### config.mk
export PLATFORM = sky130hd
export DESIGN_NAME = delta_decoder
export DESIGN_NICKNAME = d
export VERILOG_FILES = /design/src/rtl/delta_decoder_pkg.sv /design/src/rtl/delta_decoder_step_adapt.sv /design/src/rtl/delta_decoder.sv
export SDC_FILE = /design/constraint.sdc
export NUM_CORES = 1
export LEC_CHECK = 0
export BUFFER_PORTS_ARGS = -buffer_cell sky130_fd_sc_hd__buf_2
export CORE_AREA = 2 2 50 52
export CTS_CLUSTER_SIZE = 14
export DETAILED_ROUTE_END_ITERATION = 16
export DIE_AREA = 0 0 52 54
export PLACE_DENSITY = 0.72
export SETUP_SLACK_MARGIN = 0.15
export SYNTH_ARGS = -nofsm -noshare
export SYNTH_HDL_FRONTEND = slang
export SYNTH_SLANG_ARGS = --single-unit
export TNS_END_PERCENT = 10
### constraint.sdc
create_clock -name clk -period 2.12 [get_ports clk]
set_clock_uncertainty 0.2 [all_clocks]
set_input_delay 0.212 -clock clk [delete_from_list [all_inputs] [get_ports clk]]
set_output_delay 0.212 -clock clk [all_outputs]
set_load 0.005 [all_outputs]
### src/rtl/delta_decoder_pkg.sv
// Shared types and defaults for the delta decoder; also read by the encoder side.
package delta_pkg;

  localparam int unsigned WIDTH_DEF    = 8;
  localparam int unsigned STEP_MIN_DEF = 1;
  localparam int unsigned STEP_MAX_DEF = 16;
  localparam int unsigned RUN_LEN_DEF  = 3;
  localparam int unsigned DECIM_DEF    = 4;

  typedef enum logic [0:0] {
    OUT_EMPTY = 1'b0,
    OUT_FULL  = 1'b1
  } out_state_e;

  function automatic logic [31:0] midscale(input int unsigned width);
    return 32'd1 << (width - 32'd1);
  endfunction

endpackage

### src/rtl/delta_decoder_step_adapt.sv
// Adaptive step size: doubles after RUN_LEN equal bits, halves on every bit change.
module delta_step_adapt
  import delta_pkg::*;
#(
  parameter int unsigned WIDTH    = WIDTH_DEF,
  parameter int unsigned STEP_MIN = STEP_MIN_DEF,
  parameter int unsigned STEP_MAX = STEP_MAX_DEF,
  parameter int unsigned RUN_LEN  = RUN_LEN_DEF
) (
  input  logic             clk,
  input  logic             rst,
  input  logic             accept,
  input  logic             bit_in,
  output logic [WIDTH-1:0] step
);

  localparam int unsigned RW = $clog2(RUN_LEN + 1);
  localparam logic [RW-1:0]    RUN_FULL  = RW'(RUN_LEN);
  localparam logic [RW-1:0]    RUN_ONE   = RW'(1);
  localparam logic [WIDTH-1:0] S_MIN     = WIDTH'(STEP_MIN);
  localparam logic [WIDTH-1:0] S_MAX     = WIDTH'(STEP_MAX);
  localparam logic [WIDTH-1:0] S_HALFMAX = WIDTH'(STEP_MAX / 2);

  logic [WIDTH-1:0] step_q, step_d;
  logic [RW-1:0]    run_cnt_q, run_cnt_d;
  logic             last_bit_q, last_bit_d;

  always_comb begin
    step_d     = step_q;
    run_cnt_d  = run_cnt_q;
    last_bit_d = last_bit_q;
    if (accept) begin
      last_bit_d = bit_in;
      if (bit_in == last_bit_q) begin
        if (run_cnt_q < RUN_FULL) begin
          run_cnt_d = run_cnt_q + RUN_ONE;
        end else begin
          run_cnt_d = RUN_FULL;
        end
        if (run_cnt_d == RUN_FULL) begin
          if (step_q >= S_HALFMAX) begin
            step_d = S_MAX;
          end else begin
            step_d = step_q << 1;
          end
        end else begin
          step_d = step_q;
        end
      end else begin
        run_cnt_d = RUN_ONE;
        if ((step_q >> 1) < S_MIN) begin
          step_d = S_MIN;
        end else begin
          step_d = step_q >> 1;
        end
      end
    end else begin
      step_d = step_q;
    end
  end

  always_ff @(posedge clk) begin
    if (rst) begin
      step_q     <= S_MIN;
      run_cnt_q  <= {RW{1'b0}};
      last_bit_q <= 1'b0;
    end else begin
      step_q     <= step_d;
      run_cnt_q  <= run_cnt_d;
      last_bit_q <= last_bit_d;
    end
  end

  assign step = step_q;

endmodule

### src/rtl/delta_decoder.sv
// Delta-modulation decoder: saturating accumulator, decimation and valid/ready output.
// Define DELTA_ADAPTIVE_EN for adaptive step; otherwise the step is fixed at STEP_MIN.
module delta_decoder
  import delta_pkg::*;
#(
  parameter int unsigned WIDTH    = WIDTH_DEF,
  parameter int unsigned STEP_MIN = STEP_MIN_DEF,
  parameter int unsigned STEP_MAX = STEP_MAX_DEF,
  parameter int unsigned RUN_LEN  = RUN_LEN_DEF,
  parameter int unsigned DECIM    = DECIM_DEF
) (
  input  logic             clk,
  input  logic             rst,
  input  logic             bit_valid,
  input  logic             bit_in,
  output logic [WIDTH-1:0] sample_data,
  output logic             sample_valid,
  input  logic             sample_ready,
  output logic             overrun,
  input  logic             clr_ovr
);

  localparam int unsigned DW = (DECIM > 1) ? $clog2(DECIM) : 1;
  localparam logic [DW-1:0]    DECIM_LAST = DW'(DECIM - 1);
  localparam logic [DW-1:0]    DECIM_ONE  = DW'(1);
  localparam logic [WIDTH-1:0] ACC_RST    = WIDTH'(midscale(WIDTH));

  logic [WIDTH-1:0] step_s;
  logic [WIDTH:0]   sum_s;
  logic [WIDTH-1:0] acc_next_s;
  logic             due_s;

  logic [WIDTH-1:0] acc_q, acc_d;
  logic [DW-1:0]    decim_q, decim_d;
  out_state_e       state_q, state_d;
  logic [WIDTH-1:0] sample_data_q, sample_data_d;
  logic             overrun_q, overrun_d;

`ifdef DELTA_ADAPTIVE_EN
  delta_step_adapt #(
    .WIDTH   (WIDTH),
    .STEP_MIN(STEP_MIN),
    .STEP_MAX(STEP_MAX),
    .RUN_LEN (RUN_LEN)
  ) u_step_adapt (
    .clk   (clk),
    .rst   (rst),
    .accept(bit_valid),
    .bit_in(bit_in),
    .step  (step_s)
  );
`else
  assign step_s = WIDTH'(STEP_MIN);
`endif

  // The carry/borrow bit of the WIDTH+1 result flags saturation in either direction.
  always_comb begin
    if (bit_in) begin
      sum_s = {1'b0, acc_q} + {1'b0, step_s};
      if (sum_s[WIDTH]) begin
        acc_next_s = {WIDTH{1'b1}};
      end else begin
        acc_next_s = sum_s[WIDTH-1:0];
      end
    end else begin
      sum_s = {1'b0, acc_q} - {1'b0, step_s};
      if (sum_s[WIDTH]) begin
        acc_next_s = {WIDTH{1'b0}};
      end else begin
        acc_next_s = sum_s[WIDTH-1:0];
      end
    end
  end

  always_comb begin
    acc_d   = acc_q;
    decim_d = decim_q;
    due_s   = 1'b0;
    if (bit_valid) begin
      acc_d = acc_next_s;
      due_s = (decim_q == DECIM_LAST);
      if (decim_q == DECIM_LAST) begin
        decim_d = {DW{1'b0}};
      end else begin
        decim_d = decim_q + DECIM_ONE;
      end
    end else begin
      acc_d = acc_q;
    end
  end

  // A drop on the same cycle as clr_ovr wins, so set is applied after clear.
  always_comb begin
    state_d       = state_q;
    sample_data_d = sample_data_q;
    if (clr_ovr) begin
      overrun_d = 1'b0;
    end else begin
      overrun_d = overrun_q;
    end
    case (state_q)
      OUT_EMPTY: begin
        if (due_s) begin
          sample_data_d = acc_next_s;
          state_d       = OUT_FULL;
        end else begin
          state_d = OUT_EMPTY;
        end
      end
      OUT_FULL: begin
        if (sample_ready) begin
          if (due_s) begin
            sample_data_d = acc_next_s;
            state_d       = OUT_FULL;
          end else begin
            state_d = OUT_EMPTY;
          end
        end else if (due_s) begin
          overrun_d = 1'b1;
        end else begin
          state_d = OUT_FULL;
        end
      end
      default: state_d = OUT_EMPTY;
    endcase
  end

  always_ff @(posedge clk) begin
    if (rst) begin
      acc_q         <= ACC_RST;
      decim_q       <= {DW{1'b0}};
      state_q       <= OUT_EMPTY;
      sample_data_q <= {WIDTH{1'b0}};
      overrun_q     <= 1'b0;
    end else begin
      acc_q         <= acc_d;
      decim_q       <= decim_d;
      state_q       <= state_d;
      sample_data_q <= sample_data_d;
      overrun_q     <= overrun_d;
    end
  end

  assign sample_data  = sample_data_q;
  assign sample_valid = (state_q == OUT_FULL);
  assign overrun      = overrun_q;

endmodule

== Word-level counts from Yosys, hierarchy flattened ==
Index checks and enable logic that the tools add are counted.
Cells by class
  add/subtract/negate cells: 3
  equal/unequal tests: 2
  muxes and demuxes: 15
  bitwise operators: 1
Operator list (count)
  2-to-1 mux 8 bit: 5
  one-hot mux 8 bit (2 select lines): 1
  adder 8 x 1 -> 9 bit (second input constant): 1
  subtractor 8 x 1 -> 9 bit (second input constant): 1
  2-to-1 mux 1 bit: 7
  adder 2 x 1 -> 2 bit (second input constant): 1
  equality test 2 bit (second input constant): 1
  2-to-1 mux 2 bit: 1
  inequality test 2 bit (second input constant): 1
  one-hot mux 1 bit (2 select lines): 1
  NOT 1 bit: 1
Word-level totals
  bits in registers: 20
  input bits: 6
  output and inout port bits: 10

== Logic depth before layout (Yosys ltp) ==
Gate-level depths: netlist of run 1.
  depth after elaboration: 6
  depth in mapped cells: 6
  mapped depth without buffers: 6

== Worst setup path before layout of run 1 ==
Ideal clock, no wire load.
  path kind: reg2reg
  from: register acc_q[0]
  to: register sample_data_q[6] (netlist: sample_data[6])
  arrival: 1.430 ns
  data required time: 1.784 ns
  setup slack: 0.354 ns
  cell stages (with the launch flop): 7
  buffers on the path: 1
  clock period less this slack: 1.766 ns
  path through: dfxtp_1 > ha_1 > and3_1 > clkbuf_1 > a21o_1 > a221oi_1 > o32ai_1
On the way
  longest elaborated chain between the ends: 6
  elaborated cells on any way between the ends: 8
  classes of those cells: add/sub: 2; mux: 6
RTL lines
  from (decl): line delta_decoder.sv:33  | logic [WIDTH-1:0] acc_q, acc_d;
  from (signal assigned): line delta_decoder.sv:130  | acc_q <= ACC_RST;
  from (signal assigned): line delta_decoder.sv:136  | acc_q <= acc_d;
  subtractor 8 x 1 -> 9 bit or adder 8 x 1 -> 9 bit (tied branches): line delta_decoder.sv:66, delta_decoder.sv:59
  2-to-1 mux 8 bit (on tied branches): line delta_decoder.sv:67, delta_decoder.sv:60
  2-to-1 mux 8 bit (*): line delta_decoder.sv:58  | if (bit_in) begin
  2-to-1 mux 8 bit (*): line delta_decoder.sv:103, delta_decoder.sv:112
  2-to-1 mux 8 bit: line delta_decoder.sv:111  | if (sample_ready) begin
  one-hot mux 8 bit (2 select lines) (*): line delta_decoder.sv:101  | case (state_q)
  to (signal assigned): line delta_decoder.sv:133  | sample_data_q <= {WIDTH{1'b0}};
  to (signal assigned): line delta_decoder.sv:139  | sample_data_q <= sample_data_d;
  to (decl): line delta_decoder.sv:36  | logic [WIDTH-1:0] sample_data_q, sample_data_d;
Every way passes the cells marked *; elsewhere a longest branch is shown, timed or not. The select of a mux whose other input is x is not followed.
A chain may end at the register's enable or synchronous reset.

== Worst setup path in the final report of run 1 ==
  from: register acc_q[2]
  to: register acc_q[7]
On the way
  longest elaborated chain between the ends: 3
  elaborated cells on any way between the ends: 5
  classes of those cells: add/sub: 2; mux: 3
RTL lines (line)
  subtractor 8 x 1 -> 9 bit or adder 8 x 1 -> 9 bit (tied branches): delta_decoder.sv:66, delta_decoder.sv:59
  2-to-1 mux 8 bit (on tied branches): delta_decoder.sv:67, delta_decoder.sv:60
  2-to-1 mux 8 bit (*): delta_decoder.sv:58
Every way passes the cells marked *; elsewhere a longest branch is shown, timed or not.

==> metrics.md, run 1 <==
| Metric | Value |
|---|---|
| Critical path fanouts, max | `8` |
| Antenna Cells | `0` |
| Synth Area in XOR/XNOR | `0.714%` |
| Post-synth top area cell | `dfxtp_1` |
| Place WS | `0.190 ns` |
| Port Buf Inserts | `15` |
| Row count | `18` |
| DP HPWL | `2.03 mm` |
| Setup-failing EPs final | `0` |
| Most frequent cells in the layout | `dfxtp_1 (17), nor2_1 (16), nand2_1 (16)` |
| Post-synthesis compound-gate area fraction | `28.5%` |
| Netlist Area Pre-Place | `1230 um2` |
| Ports | `16` |
| Largest net degree at the start of global routing | `19` |
| Met2 usage | `34.0%` |
| CTS sink count | `20` |
| Multi-input gate area | `737 um2` |
| DRT Pass-1 Iters | `4` |
| Detailed Route WL | `approximately 2.9 mm` |
| Final hold vios | `0` |
| CP cell instances | `buf_4 > nor3_2 > a21oi_1 > o31a_1 > a311o_1` |
| Cell Pwr Density | `592 nW/um2` |
| Pins Over Slew Limit | `0` |
| Commonest non-fill, non-tap cell in the layout | `dfxtp_1` |
| Post-Synth Adder-Cell Area | `3.06%` |
| Post-Syn Instances | `152` |
| Routed vias/inst | `6.19` |
| Period utilization | `between 80% and 90%` |
| M1 GR Usage | `31.7%` |
| Synth unique cells | `43` |
| CTS Buffer Depth | `2` |
| Setup crit start | `acc_q[2]` |
| Total leakage power | `0.528 nW` |
| Classification of the worst setup path | `reg2reg` |
| Die area | `between 2000 and 3000 um2` |
| FMAX | `0.525 GHz` |
| Reg-to-reg slack, setup | `~0.21 ns` |
| Biggest cell delay along the critical path | `0.42 ns` |
| Routing usage on met3 | `between 1.5 and 2%` |
| P&R area growth vs syn | `10.1%` |
| Worst skew pair latency | `roughly 0.3 ns` |
| Fraction of layout cells with a size suffix above 1 | `roughly 20%` |
| Die X-Extent | `roughly 52 um` |
| Register area | `404 um2` |
| CP max-delay cell | `dfxtp_1` |
| First-pass GRT wire length | `4.60 mm` |
| Overflow left after global routing | `0` |
| Mux cell area share after synthesis | `~1.6%` |
| Avg Inst Size Synth | `approximately 8.1 um2` |
| Worst R2R Path Depth | `5` |
| Clock Tree Root | `clkbuf_4` |
| Final ANT Viol Nets | `0` |
| Top Usage Layer GRT | `met2` |
| Most common flop cell mapped by yosys | `dfxtp_1` |
| Max_slew headroom | `69.5%` |
| Synth top area share | `between 30% and 40%` |
| Initial Util | `52.9%` |
| Peak VDD IR | `359 uV` |
| Fillers | `204` |
| Syn. warnings | `0` |
| Worst R2R Start | `acc_q[2]` |
| Total track usage | `21.8%` |
| Post CTS Setup Buffer Count | `0` |
| Routed WL per cell | `roughly 15 um` |
| Clock transition at the registers of the reported paths | `approximately 0.11 ns` |
| Core Region | `between 2000 and 2500 um2` |
| Post-synth EDFFs | `0` |
| Setup crit end | `acc_q[7]` |
| CTS tree | `built` |
| Final setup margin | `roughly 0.21 ns` |
| Startpoint types | `flip-flop` |
| Yosys reg bits | `20` |
| Drt drc | `0` |
| Seq/Total Area, Yosys | `between 30 and 40%` |
| GP Congestion | `0.893` |
| Initial antenna violation count | `0` |
| Max_cap viols | `0` |
| Die extent in y | `54 um` |
| Status | `finished, final reports clean` |
| Hold crit path type | `in2reg` |
| Reg2Reg Capture Point | `acc_q[7]` |
| Simple-gate portion of the synthesized area | `25.3%` |
| Final net count | `174` |
| Syn nets | `about 160` |
| Post-route minimum period | `~1.9 ns` |
| Initial DRC Count | `48` |
| Crit. End Element | `flip-flop` |
| RSZ-0062 raised after global routing | `yes` |
| Asr flop ratio synth | `0%` |
| Critical Path RT | `2.13 ns` |
| Final setup TNS | `0 ns` |
| Via Count | `~1200` |
| Largest family of logic cells by synthesized area | `compound AO/OA/AOI/OAI gates` |
| Total CTS buffers | `3` |
| Slew at the pin closest to its max-slew limit | `0.455 ns` |
| Vias in the first global route | `1001` |
| Htree depth | `1` |
| CP arrival | `1.91 ns` |
| Top post-synthesis cells by area | `dfxtp_1 (33%), a211oi_1 (6.1%), o32ai_1 (5.7%)` |
[power by group]
group          internal, mW  switching [mW]  leakage [nW]
Clock                0.0663           0.116        0.0138
Combinational        0.0821           0.105         0.350
Sequential            0.394          0.0353         0.164
Total                 0.543           0.256         0.528
[cell usage after synthesis (3+ instances only)]
cell and n:
dfxtp_1 20, nand2_1 16, nor2_1 16, a211oi_1 10, o32ai_1 8, inv_1 7
a21oi_1 6, o21ai_0 6, buf_2 5, clkbuf_1 5, nand3_1 4, nor3_1 4
ha_1 3, nand2b_1 3
[per-layer routing]
| metal | routed length [um] | up-vias |
|---|---|---|
| li1 | - | 593 |
| met2 | 1330 | 52 |
| met1 | 1300 | 544 |
| met3 | 188 | 5 |
| met4 | 37 | 0 |
| met5 | 0 | - |
[state kept, by name (all words and copies together), names as in the netlist]
register      count
overrun           1
decim_q           2
sample_data       8
acc_q             8
sample_valid      1
[cell type report]
| cell class | instances | area share [%] |
|---|---|---|
| Clock buffer | 3 | 1.67 |
| Sequential cell | 20 | 29.9 |
| Multi-Input combinational cell | 112 | 54.6 |
| Inverter | 7 | 1.95 |
| Tap cell | 30 | 2.78 |
| Timing Repair Buffer | 21 | 9.08 |
[kinds of logic after synthesis]
group	Yosys count
fa+ha+maj	3
simple gates	58
flops	20
compound gates	48
mux	2
xor+xnor	1
buf+inv	20
[through the flow]
step,area (um2),power [mW],hold slack (ns),std cells,utilization [%]
6_report,1350,0.799,0.0238,193,58.2
5_1_grt,1350,0.836,0.0744,193,58.2
4_1_cts,1340,0.792,0.0274,193,57.6
3_5_place_dp,1300,0.614,0.265,189,56.1
3_3_place_gp,1300,0.612,0.260,189,56.1
2_1_floorplan,1230,0.575,0.183,152,-
[critical path: cells and delay by family (launching register included)]
family	cells	cell delay [ns]
AO/OA/AOI/OAI	3	0.64
buffers and inverters	1	0.20
flip-flops	1	0.42
AND/OR/NAND/NOR	1	0.35
[repair_timing]
action	CTS	global route
endpoints found under the setup margin	0	10
hold buffers	1	0
resized for setup	0	5
hold endpoints to repair	1	0
[worst min path at each step]
stage | startpoint | endpoint | slack (ns) | cells past startpoint
after detailed placement | sample_data[4] | sample_data[4] | 0.27 | 2
after floorplan | clr_ovr | overrun | 0.18 | 3
after global routing | rst | overrun | 0.07 | 2
after CTS | sample_ready | sample_valid | 0.03 | 4
after global placement | sample_data[2] | sample_data[2] | 0.26 | 2
final | sample_ready | sample_valid | 0.02 | 4
(Power assumes the default switching activity.)
==> run 2, diff against run 1 <==
--- a/config.mk
+++ b/config.mk
@@ -6,11 +6,11 @@
 export NUM_CORES = 1
 export LEC_CHECK = 0
 export BUFFER_PORTS_ARGS = -buffer_cell sky130_fd_sc_hd__buf_2
-export CORE_AREA = 2 2 50 52
+export CORE_AREA = 2 2 49 51
 export CTS_CLUSTER_SIZE = 14
 export DETAILED_ROUTE_END_ITERATION = 16
-export DIE_AREA = 0 0 52 54
-export PLACE_DENSITY = 0.72
+export DIE_AREA = 0 0 51 53
+export PLACE_DENSITY = 0.75
 export SETUP_SLACK_MARGIN = 0.15
 export SYNTH_ARGS = -nofsm -noshare
 export SYNTH_HDL_FRONTEND = slang
==> constraint.sdc (replaced) <==
create_clock -name clk -period 2.44 [get_ports clk]
set_clock_uncertainty 0.2 [all_clocks]
set_input_delay 0.244 -clock clk [delete_from_list [all_inputs] [get_ports clk]]
set_output_delay 0.244 -clock clk [all_outputs]
set_load 0.005 [all_outputs]
==> run 2 against run 1 <==
  * Core utilization grew 2.6 points
  * Critical path depth grew 1
  * Global-route usage grew 2.3 points
  * Via count grew 0.17%
==> metrics.md, run 2 (synthesized netlist as in run 1, its figures left out) <==
| Metric | Value |
|---|---|
| CP max-delay cell | `nor4b_1 (was dfxtp_1)` |
| Critical path fanouts, max | `6 (was 8)` |
| Startpoint types | `flip-flop (unchanged)` |
| Die extent in y | `53 um (was 54 um)` |
| Largest net degree at the start of global routing | `19 (unchanged)` |
| GP Congestion | `0.912 (was 0.893)` |
| Max_cap viols | `0 (unchanged)` |
| Period utilization | `85.2% (was 89.9%)` |
| Seq pwr share | `51.8% (was 53.7%)` |
| Final hold vios | `0 (unchanged)` |
| Critical Path RT | `2.43 ns (was 2.13 ns)` |
| Top Usage Layer GRT | `met2 (unchanged)` |
| Total leakage power | `0.506 nW (was 0.528 nW)` |
| Post-CTS sizing | `0 (unchanged)` |
| RSZ-0062 raised after global routing | `no (was yes)` |
| DP HPWL | `2.08 mm (was 2.03 mm)` |
| CP arrival | `2.07 ns (was 1.91 ns)` |
| Final Power | `0.724 mW (was 0.799 mW)` |
| Detailed Route WL | `2.91 mm (was 2.86 mm)` |
| CP cell instances | `inv_1 > ha_1 > nor4b_1 > a22oi_1 > o21ai_0 > o32ai_1 (was buf_4 > nor3_2 > a21oi_1 > o31a_1 > a311o_1)` |
| Die X-Extent | `51 um (was 52 um)` |
| Slew at the pin closest to its max-slew limit | `0.531 ns (was 0.455 ns)` |
| M1 GR Usage | `31.8% (was 31.7%)` |
| Ports | `16 (unchanged)` |
| Clock transition at the registers of the reported paths | `0.12 ns (was 0.11 ns)` |
| Die area | `2700 um2 (was 2810 um2)` |
| Htree depth | `1 (unchanged)` |
| Initial DRC Count | `47 (was 48)` |
| First-pass GRT wire length | `4.93 mm (was 4.60 mm)` |
| Routing usage on met3 | `3.67% (was 1.94%)` |
| Pins Over Slew Limit | `0 (unchanged)` |
| Cell Pwr Density | `554 nW/um2 (was 592 nW/um2)` |
| Logic gate share of total power | `20.3% (was 23.4%)` |
| Clock Tree Root | `clkbuf_4 (unchanged)` |
| Max_slew headroom | `64.1% (was 69.5%)` |
| Biggest cell delay along the critical path | `0.48 ns (was 0.42 ns)` |
| Final setup TNS | `0 ns (unchanged)` |
| Total CTS buffers | `3 (unchanged)` |
| Drt drc | `0 (unchanged)` |
| Initial antenna violation count | `0 (unchanged)` |
| Peak VDD IR | `425 uV (was 359 uV)` |
| Final hold slack | `0.0279 ns (was 0.0238 ns)` |
| Non-filler cells, final | `187 (was 193)` |
| Clk pwr share | `27.9% (was 22.9%)` |
| Status | `finished, final reports clean (unchanged)` |
| Antenna Cells | `0 (unchanged)` |
| Row count | `17 (was 18)` |
| DRT Pass-1 Iters | `4 (unchanged)` |
| Final net count | `169 (was 174)` |
| Routed WL per cell | `15.6 um (was 14.8 um)` |
| Placed Area | `1270 um2 (was 1300 um2)` |
| CTS sink count | `20 (unchanged)` |
| P&R area growth vs syn | `6.53% (was 10.1%)` |
| Net switching power | `0.230 mW (was 0.256 mW)` |
| Crit. End Element | `flip-flop (unchanged)` |
| Overflow left after global routing | `0 (unchanged)` |
| CTS tree | `built (unchanged)` |
| Vias in the first global route | `1083 (was 1001)` |
| Fillers | `203 (was 204)` |
| FMAX | `0.481 GHz (was 0.525 GHz)` |
| Internal | `0.494 mW (was 0.543 mW)` |
| Commonest non-fill, non-tap cell in the layout | `dfxtp_1 (unchanged)` |
| Placed insts | `183 (was 189)` |
| Setup-failing EPs final | `0 (unchanged)` |
| Routed vias/inst | `6.40 (was 6.19)` |
| Switching part of the total | `31.8% (was 32.1%)` |
| Met2 usage | `37.4% (was 34.0%)` |
| Port Buf Inserts | `15 (unchanged)` |
| Hold Buf Count CTS | `0 (was 1)` |
| Hold crit path type | `in2reg (unchanged)` |
| Post CTS Setup Buffer Count | `0 (unchanged)` |
| Worst skew pair latency | `0.31 ns (was 0.30 ns)` |
| Total track usage | `24.1% (was 21.8%)` |
| Fraction of layout cells with a size suffix above 1 | `15.1% (was 19.6%)` |
| Core Region | `2150 um2 (was 2320 um2)` |
| Initial Util | `57.1% (was 52.9%)` |
| Final ANT Viol Nets | `0 (unchanged)` |
| Post-route minimum period | `2.08 ns (was 1.91 ns)` |
| Design area | `1310 um2 (was 1350 um2)` |
| Most frequent cells in the layout | `dfxtp_1 (20), nor2_1 (16), nand2_1 (16) (was dfxtp_1 (17), nor2_1 (16), nand2_1 (16))` |
| Classification of the worst setup path | `reg2reg (unchanged)` |
| Via Count | `1196 (was 1194)` |
| CTS Buffer Depth | `2 (unchanged)` |
[run 2: changes by cell type in the layout (fill, tap and decap cells not counted), sizes merged]
cell         delta
buf             -4
clkbuf          +1
dlygate4sd3     -1
[run 2: stage by stage]
stage	utilization, %	setup slack, ns
final	60.8	0.361
after global routing	60.8	0.229
after CTS	60.8	0.411
after detailed placement	59.1	0.453
after global placement	59.1	0.383
after floorplan	-	0.674
[run 2: metal layers]
layer | vias up | share of wire, %
met4 | 0 | 2.5
li1 | 581 | -
met1 | 563 | 46
met5 | - | 0
met2 | 43 | 47
met3 | 9 | 4.8
[run 2: final cells by class]
cell class	count	area (um2)	area share, %
Multi-Input combinational cell	112	726	55.6
Sequential cell	20	400	30.7
Timing Repair Buffer	16	82.6	6.32
Clock buffer	4	36.3	2.78
Tap cell	28	35.0	2.68
Inverter	7	26.3	2.01
[run 2: power by group through the flow]
stage,clock [mW],sequential (mW),combinational (mW)
floorplan,0,0.360,0.140
global placement,0,0.380,0.142
detailed placement,0,0.382,0.144
CTS,0.203,0.374,0.145
global route,0.214,0.379,0.163
finish,0.202,0.375,0.147
[run 2: worst max-delay path, delay by kind of cell (launching register included)]
| kind | cells | cell delay (ns) |
|---|---|---|
| buffers and inverters | 1 | 0.10 |
| AO/OA/AOI/OAI | 3 | 0.52 |
| flip-flops | 1 | 0.38 |
| adder cells (fa/ha/maj) | 1 | 0.27 |
| AND/OR/NAND/NOR | 1 | 0.48 |
[run 2: path summary, 6_finish.rpt]
| check | to | slack (ns) | startpoint | depth (start not counted) |
|---|---|---|---|---|
| max | sample_data[4] | 0.36 | acc_q[0] | 6 |
| min | overrun | 0.03 | clr_ovr | 4 |
| max reg2reg | sample_data[4] | 0.36 | acc_q[0] | 6 |
| min reg2reg | sample_data[6] | 0.29 | sample_data[6] | 2 |
